### src/rtl/cam_pkg.sv
// Shared types, constants and helpers for the writable tag CAM.
// NAME_TABLE holds the legacy name words loaded at reset when CAM_PRELOAD_EN is defined.
package cam_pkg;

   function automatic int clog2(input int n);
      int r;
      r = 0;
      while ((1 << r) < n) r++;
      return r;
   endfunction

   typedef struct packed {
      logic        vld;
      logic [3:0]  len;
      logic [63:0] data;
   } cam_entry_t;

   // {len, data}; ASCII with the first character in the least-significant byte
   localparam logic [67:0] NAME_TABLE [8] = '{
      {4'd3, 64'h00000000004F454C},   // LEO
      {4'd5, 64'h0000004E4F524141},   // AARON
      {4'd5, 64'h000000594C4C4F48},   // HOLLY
      {4'd5, 64'h0000004449564144},   // DAVID
      {4'd6, 64'h0000455249414C43},   // CLAIRE
      {4'd5, 64'h0000004B4E415246},   // FRANK
      {4'd5, 64'h00000045434E414C},   // LANCE
      {4'd4, 64'h000000004E415952}    // RYAN
   };

endpackage

### src/rtl/cam_prio_enc.sv
// Lowest-index priority encoder: index of the lowest set bit (0 when none),
// plus any-set and more-than-one-set flags.
module cam_prio_enc
   import cam_pkg::*;
#(
   parameter  int N  = 8,
   localparam int AW = clog2(N)
) (
   input  logic [N-1:0]  i_vec,
   output logic [AW-1:0] o_idx,
   output logic          o_any,
   output logic          o_multi
);

   always_comb begin
      o_idx = '0;
      for (int i = N - 1; i >= 0; i--)
         if (i_vec[i]) o_idx = AW'(i);
   end

   assign o_any   = |i_vec;
   // clearing the lowest set bit leaves something only if two or more were set
   assign o_multi = |(i_vec & (i_vec - N'(1)));

endmodule

### src/rtl/cam_rw.sv
// Writable {len,data} CAM with a registered lowest-index search and occupancy status.
// Optional macro CAM_PRELOAD_EN: reset loads entries 0..7 with the legacy name table.
module cam_rw
   import cam_pkg::*;
#(
   parameter  int ENTRIES = 8,
   parameter  int DATA_W  = 64,
   parameter  int LEN_W   = 4,
   localparam int AW      = clog2(ENTRIES)
) (
   input  logic              clk,
   input  logic              rst,
   input  logic              wr_en,
   input  logic [AW-1:0]     wr_addr,
   input  logic [DATA_W-1:0] wr_data,
   input  logic [LEN_W-1:0]  wr_len,
   input  logic              inv_en,
   input  logic [AW-1:0]     inv_addr,
   input  logic              srch_en,
   input  logic [DATA_W-1:0] srch_data,
   input  logic [LEN_W-1:0]  srch_len,
   output logic              res_valid,
   output logic              res_hit,
   output logic [AW-1:0]     res_addr,
   output logic              res_multi,
   output logic              full,
   output logic [AW-1:0]     free_addr
);

`ifdef CAM_PRELOAD_EN
   if (ENTRIES < 8) begin : g_preload_too_small
      $error("cam_rw: CAM_PRELOAD_EN needs ENTRIES >= 8");
   end
`endif

   logic [ENTRIES-1:0] r_vld;
   logic [LEN_W-1:0]   r_len  [ENTRIES];
   logic [DATA_W-1:0]  r_data [ENTRIES];

   logic [ENTRIES-1:0] w_match;
   logic [AW-1:0]      w_match_idx;
   logic               w_match_any;
   logic               w_match_multi;
   logic               w_free_any;
   logic               w_free_multi;

   always_comb begin
      for (int i = 0; i < ENTRIES; i++)
         w_match[i] = r_vld[i] && ({r_len[i], r_data[i]} == {srch_len, srch_data});
   end

   cam_prio_enc #(.N(ENTRIES)) u_match_enc (
      .i_vec   (w_match),
      .o_idx   (w_match_idx),
      .o_any   (w_match_any),
      .o_multi (w_match_multi)
   );

   cam_prio_enc #(.N(ENTRIES)) u_free_enc (
      .i_vec   (~r_vld),
      .o_idx   (free_addr),
      .o_any   (w_free_any),
      .o_multi (w_free_multi)
   );

   // multi implies any, so this is simply "no invalid entry left"
   assign full = ~(w_free_any | w_free_multi);

   // write is applied after invalidate so it wins on an address collision
   always_ff @(posedge clk or posedge rst) begin
      if (rst) begin
         for (int i = 0; i < ENTRIES; i++) begin
            r_vld[i]  <= 1'b0;
            r_len[i]  <= '0;
            r_data[i] <= '0;
         end
`ifdef CAM_PRELOAD_EN
         for (int i = 0; i < 8; i++) begin
            r_vld[i]  <= 1'b1;
            r_len[i]  <= LEN_W'(NAME_TABLE[i][67:64]);
            r_data[i] <= DATA_W'(NAME_TABLE[i][63:0]);
         end
`endif
      end else begin
         if (inv_en) r_vld[inv_addr] <= 1'b0;
         if (wr_en) begin
            r_vld[wr_addr]  <= 1'b1;
            r_len[wr_addr]  <= wr_len;
            r_data[wr_addr] <= wr_data;
         end
      end
   end

   always_ff @(posedge clk or posedge rst) begin
      if (rst) begin
         res_valid <= 1'b0;
         res_hit   <= 1'b0;
         res_addr  <= '0;
         res_multi <= 1'b0;
      end else begin
         res_valid <= srch_en;
         if (srch_en) begin
            res_hit   <= w_match_any;
            res_addr  <= w_match_idx;
            res_multi <= w_match_multi;
         end
      end
   end

endmodule

### config.mk
export PLATFORM = sky130hd
export DESIGN_NAME = cam_rw
export DESIGN_NICKNAME = d
export VERILOG_FILES = /design/src/rtl/cam_pkg.sv /design/src/rtl/cam_prio_enc.sv /design/src/rtl/cam_rw.sv
export SDC_FILE = /design/constraint.sdc
export NUM_CORES = 1
export LEC_CHECK = 0
export CAP_MARGIN = 20
export CORE_MARGIN = 2
export CORE_UTILIZATION = 35
export CTS_BUF_LIST = sky130_fd_sc_hd__clkbuf_8
export CTS_CLUSTER_DIAMETER = 60
export DETAILED_ROUTE_END_ITERATION = 12
export GPL_TIMING_DRIVEN = 0
export MAX_ROUTING_LAYER = met4
export REMOVE_ABC_BUFFERS = 1
export SYNTH_ARGS = -nofsm -noshare
export SYNTH_HDL_FRONTEND = slang
export SYNTH_SLANG_ARGS = --single-unit
### constraint.sdc
create_clock -name clk -period 34.6 [get_ports clk]
set_clock_uncertainty 0.05 [all_clocks]
set_input_delay 3.46 -clock clk [delete_from_list [all_inputs] [get_ports clk]]
set_output_delay 3.46 -clock clk [all_outputs]
set_load 0.05 [all_outputs]
# ---- After elaboration in Yosys (flattened, before gate mapping)
# Index checks and enable logic that the tools add are counted.
dict set report word_totals {
  regBits 558
  input_bits 147
  out_inout_bits 10
  elab_cells 89
}
dict set report op_classes {
  n_addsub 2
  n_lt_le_gt_ge 6
  eq_ne 8
  n_mux 28
  bitwise_logic 9
  reduce_logical 15
}
# op count
set op_table {}
lappend op_table {{$eq 68x68->1} 8}
lappend op_table {{$bwmux 512} 1}
lappend op_table {{$demux 64 s3} 1}
lappend op_table {{$mux 64} 1}
lappend op_table {{$mux 3} 16}
lappend op_table {{$bwmux 32} 1}
lappend op_table {{$reduce_or 8->1} 4}
lappend op_table {{$and 8x8->8} 3}
lappend op_table {{$mux 8} 2}
lappend op_table {{$not 8->8} 2}
lappend op_table {{$sub 8x1->8 const B} 2}
lappend op_table {{$demux 4 s3} 1}
lappend op_table {{$logic_and 1x1->1} 11}
lappend op_table {{$lt 3x4->1 const B} 2}
lappend op_table {{$or 8x8->8} 1}
lappend op_table {{$demux 1 s3} 2}
lappend op_table {{$ge 3x1->1 const B} 2}
lappend op_table {{$ge 4x4->1 const B} 1}
lappend op_table {{$lt 4x1->1 const B} 1}
lappend op_table {{$mux 4} 1}
lappend op_table {{$not 3->4} 1}
lappend op_table {{$mux 1} 2}
lappend op_table {{$not 1->1} 1}
lappend op_table {{$or 1x1->1} 1}

# ---- Depth between registers and ports, before layout
# Gate-level depths: netlist (run 1).
dict set report logic_depth {
  word_depth 10
  ltp_mapped 10
  ltp_nobuf 9
}

# ---- Hierarchy
# From an unflattened synthesis (run 1), not the netlist that was laid out.
dict set report unflattened {
  hier_cells 2141
  area_unflattened_um2 27293.7
}
# mod n_inst cells_each area_each_um2 seq_area_each_um2
set by_module_without_submodules {}
lappend by_module_without_submodules {cam_rw 1 2097 26998.4 13963.4}
lappend by_module_without_submodules {cam_prio_enc 2 22 147.6 0.0}

# ---- Worst setup path after synthesis (run 1)
# Ideal clock, no wire load.
dict set report synth_path {
  kind {input -> register}
  startpoint {input srch_data[58]}
  endpoint {register res_addr[1]}
  setup_time_ns 0.125
  t_arrival_ns 5.194
  t_required_ns 34.425
  path_slack_ns 29.231
  path_stages 9
  path_buffers 1
  path_cell_list {buf_2 > xor2_1 > a2111oi_0 > o2111a_1 > nand4_1 > o22ai_1 > o21bai_1 > a21oi_1 > mux2_2}
}
dict set report synth_between {
  elab_chain_len 10
  word_cells_on_any_way 24
  classes_between {eq/ne (8); mux (8); reduce/logical (8)}
}
# item line_no
set synth_rtl {}
lappend synth_rtl {{start, declared} cam_rw.sv:20} ;# input logic [DATA_W-1:0] srch_data,
lappend synth_rtl {{$eq 68x68->1} cam_rw.sv:49} ;# w_match[i] = r_vld[i] && ({r_len[i], r_data[i]} == {srch_len, srch_data});
lappend synth_rtl {{$logic_and 1x1->1} cam_rw.sv:49}
lappend synth_rtl {{$mux 3 (7 in a row)} cam_prio_enc.sv:18} ;# if (i_vec[i]) o_idx = AW'(i);
lappend synth_rtl {{$mux 3 (*)} cam_prio_enc.sv:18}
lappend synth_rtl {{end signal, assigned} cam_rw.sv:104} ;# res_addr <= w_match_idx;
lappend synth_rtl {{end, declared} cam_rw.sv:24} ;# output logic [AW-1:0] res_addr,
# Every way passes the cells marked *; elsewhere a longest branch is shown, timed or not.
# A chain may end at the register's enable or synchronous reset.

# ---- Final worst setup path (run 1)
dict set report layout_path {
  startpoint {input srch_data[15]}
  endpoint {register res_multi}
}
dict set report layout_between {
  elab_chain_len 5
  word_cells_on_any_way 19
  classes_between {add/sub (1); eq/ne (8); bitwise (1); reduce/logical (9)}
}
# item line_no
set layout_rtl {}
lappend layout_rtl {{$eq 68x68->1} cam_rw.sv:49}
lappend layout_rtl {{$logic_and 1x1->1} cam_rw.sv:49}
lappend layout_rtl {{$sub 8x1->8} cam_prio_enc.sv:23} ;# assign o_multi = |(i_vec & (i_vec - N'(1)));
lappend layout_rtl {{$and 8x8->8 (*)} cam_prio_enc.sv:23}
lappend layout_rtl {{$reduce_or 8->1 (*)} cam_prio_enc.sv:23}
lappend layout_rtl {{end signal, assigned} cam_rw.sv:105} ;# res_multi <= w_match_multi;
lappend layout_rtl {{end, declared} cam_rw.sv:25} ;# output logic res_multi,
# Marks and branches as above.

==> results.json, run 1 <==
{
  "yosysSeqAreaShare": 0.507,
  "synth_top_family_by_area": "multiplexers",
  "ys_warn_count": 0,
  "dieArea_mm2": 0.0809,
  "grt.total_usage": 0.281,
  "drv_cap": 0,
  "slew_headroom": 0.158,
  "synth_mux_area_frac": 0.218,
  "cts.htree.levels": 3,
  "setup.worst_path.end_class": "flip-flop",
  "preCtsSetupSlack_ns": 27.02,
  "multi_input_area_mm2": 0.0127,
  "crit_fanout": 12,
  "synth-xor-area-share": 0.132,
  "synth_commonest_cells": "dfrtp_1, mux2_2, xnor2_1, xor2_1, nand4_1",
  "core-area_mm2": 0.0776,
  "io-pin-count": 157,
  "io_buffers": 156,
  "period_needed_ns": 6.94,
  "fin_setup_tns_ns": 0,
  "die_h_um": 284,
  "synth-main-ff-cell": "dfrtp_1",
  "intPower_uw": 1350,
  "finalCritPeriodShare": 0.201,
  "r2r-end": "res_multi",
  "max_stage_delay_ns": 1.24,
  "p_clk_frac": 0.316,
  "fmax_ghz": 0.144,
  "worstReg2RegStart": "r_data[421]",
  "clock-root-buffer": "clkbuf_8",
  "drt_first_iter_violations": 1880,
  "clkSlewWorstSetupHoldPaths_ns": 0.06,
  "path_class": "in -> reg",
  "crit_start": "srch_data[15]",
  "cts_tree": "yes",
  "grt_pass1_wl_um": 154000,
  "yosysUniqueCellTypes": 57,
  "drc": 0,
  "async_reset_ff_frac": 1.00,
  "fill_cells": 7362,
  "synthTopCellsByArea": "dfrtp_1, mux2_2, xnor2_1, xor2_1, nand4_1",
  "wl_per_cell_um": 31.8,
  "p_leak_uw": 0.0134,
  "antenna_found_initial": 17,
  "pwr-share-seq": 0.459,
  "rrSetupSlack_ns": 31.11,
  "rr_worst_depth": 9,
  "drive_above_1_share": 0.301,
  "p_switching_uw": 618,
  "initial_core_util": 0.355,
  "cp-start-kind": "input port",
  "synthesis.area_mm2": 0.0275,
  "design_area_mm2": 0.0328,
  "crit_path_end": "res_multi",
  "routabilityCongestion": 0.948,
  "setup_violations": 0,
  "cts_made_buffers": 100,
  "cts_setup_buffers": 0,
  "cts.sinks": 558,
  "post-route-util": 0.422,
  "grt_max_degree": 123,
  "synth_top_area_frac": 0.507,
  "syn-instance-count": 2177,
  "synthAdderAreaFrac": 0,
  "clock_path_buffers": 3,
  "firstDrtPassIters": 5,
  "rsz0062_at_grt": "false",
  "power.density_mw_per_mm2": 59.9,
  "synth-seq-cells": 558,
  "hp-class": "reg -> reg",
  "synth_compound_area_frac": 0.0421,
  "slowest_stage": "clkdlybuf4s50_1",
  "synthSimpleGateAreaFrac": 0.0679,
  "hold_violations": 0,
  "area_delta_synth_final_pct": 19.1,
  "seqCellArea_mm2": 0.0140,
  "rows": 102,
  "yosysTopAreaCell": "dfrtp_1",
  "clock_latency_ns": 0.75,
  "power.share.combinational": 0.226,
  "num_vias": 19424,
  "hold_buffers": 0,
  "ant_nets": 0,
  "overflow": 0,
  "finalWirelength_um": 111000,
  "outcome": "completed",
  "crit_chain": "clkdlybuf4s50_1 -> xnor2_1 -> nand4_1 -> nor4_1 -> nand4_1 -> o22ai_1 -> a211oi_1 -> nor3_1 -> nor3_1 -> o21ai_1",
  "crit_required_ns": 35.22,
  "finalMaxSlewViolations": 0,
  "vias_per_cell": 5.56,
  "worstMarginPinSlew_ns": 1.25,
  "max-vdd-ir-drop_uv": 28.7,
  "die-width_um": 284,
  "fin_nets": 2519,
  "crit_arrival_ns": 7.57,
  "synth_enable_flop_cells": 0,
  "synth_most_common_cell": "dfrtp_1",
  "synth_area_per_cell_um2": 12.6,
  "sw_frac_of_total": 0.315,
  "fin_ws_ns": 27.66,
  "hpwl_um": 80000,
  "fin_hold_ws_ns": 0.457,
  "post_cts_resized": 0,
  "dpl_cell_area_mm2": 0.0308,
  "first_global_vias": 19828
}
per-layer routing:
layer | vias to the layer above | routed length [um] | track usage | part of all wire
li1 | 8103 | - | - | -
met3 | 191 | 6630 | 0.0378 | 0.060
met1 | 10350 | 48100 | 0.375 | 0.43
met5 | - | 0 | - | 0
met4 | 0 | 4900 | 0.110 | 0.044
met2 | 780 | 51300 | 0.436 | 0.46
power groups by stage:
stage / logic [uW] / clock network, uW / registers, uW
floorplan: 286 / 0 / 882
global placement: 429 / 0 / 902
detailed placement: 439 / 0 / 909
CTS: 441 / 628 / 898
global route: 470 / 659 / 916
finish: 443 / 620 / 901
final cells by class:
cell class,instances,share of cell area
Antenna cell,2,0.000153
Clock buffer,126,0.0529
Clock inverter,54,0.00775
Inverter,75,0.00889
Multi-Input combinational cell,1413,0.387
Sequential cell,558,0.426
Tap cell,1040,0.0397
Timing Repair Buffer,224,0.0776
how the worst min path moves through the flow:
| stage | from | endpoint | slack, ns | depth (start not counted) |
|---|---|---|---|---|
| 2_1_floorplan | r_data[477] | r_data[477] | 0.42 | 1 |
| 3_3_place_gp | r_data[97] | r_data[97] | 0.44 | 1 |
| 3_5_place_dp | r_data[79] | r_data[79] | 0.44 | 1 |
| 4_1_cts | r_data[79] | r_data[79] | 0.46 | 1 |
| 5_1_grt | r_data[462] | r_data[462] | 0.48 | 1 |
| 6_report | r_data[483] | r_data[483] | 0.46 | 1 |
metrics by stage:
step                total power, uW  instances
detailed placement             1350       3309
finish                         1960       3492
global route                   2050       3492
global placement               1330       3242
floorplan                      1170       2046
CTS                            1970       3489
logic make-up after synthesis:
group,count (synthesis)
xor+xnor,414
compound gates,151
buf+inv,206
mux,534
simple gates,314
flops,558
cells in the final DEF, fill, tap and decap left out, types with 10 or more instances in the layout:
| master | Yosys | final |
|---|---|---|
| nand2b_1 | 60 | 60 |
| o221ai_1 | 11 | 11 |
| nor2_1 | 12 | 12 |
| inv_1 | 53 | 91 |
| nand3_1 | 12 | 12 |
| o2111ai_1 | 17 | 17 |
| o22ai_1 | 27 | 27 |
| o21ai_0 | 21 | 21 |
| buf_6 | 2 | 30 |
| xor2_1 | 156 | 156 |
| mux2_2 | 494 | 494 |
| nand4_1 | 81 | 81 |
| nor3_1 | 18 | 16 |
| mux2_1 | 40 | 40 |
| a22o_1 | 16 | 16 |
| dfrtp_1 | 558 | 558 |
| buf_8 | 0 | 25 |
| nor4_1 | 67 | 67 |
| inv_2 | 21 | 21 |
| clkdlybuf4s50_1 | 0 | 156 |
| o2bb2ai_1 | 17 | 17 |
| clkbuf_8 | 0 | 126 |
| xnor2_1 | 258 | 258 |
| nand2_1 | 34 | 34 |
| clkinv_2 | 0 | 10 |
worst max-delay path, delay by kind of cell:
family / cells / cell delay, ns
AO/OA/AOI/OAI: 3 / 0.84
AND/OR/NAND/NOR: 5 / 1.81
XOR/XNOR: 1 / 0.20
buffers and inverters: 1 / 1.24
registers in the layout, summed over array words and instances, names as in the netlist:
signal / flops
res_hit: 1
res_multi: 1
r_vld: 8
res_valid: 1
res_addr: 3
r_data: 512
r_len: 32
Power figures use the tool's default switching activity.
==> run 2, diff against run 1 <==
clock period = 7.2 ns   (was 34.6 ns; I/O delays follow)
==> results of run 2 <==
Same layout as run 1 (identical final DEF). Status: completed.
Main changes from that run: setup slack after placement 27.02 ns -> 2.36 ns; setup slack after layout 27.66 ns -> 3.00 ns; hold slack 0.457 ns -> 0.419 ns; register-to-register setup slack 31.11 ns -> 3.71 ns; total power 1960 uW -> 9440 uW; worst IR drop on VDD 28.7 uV -> 138 uV
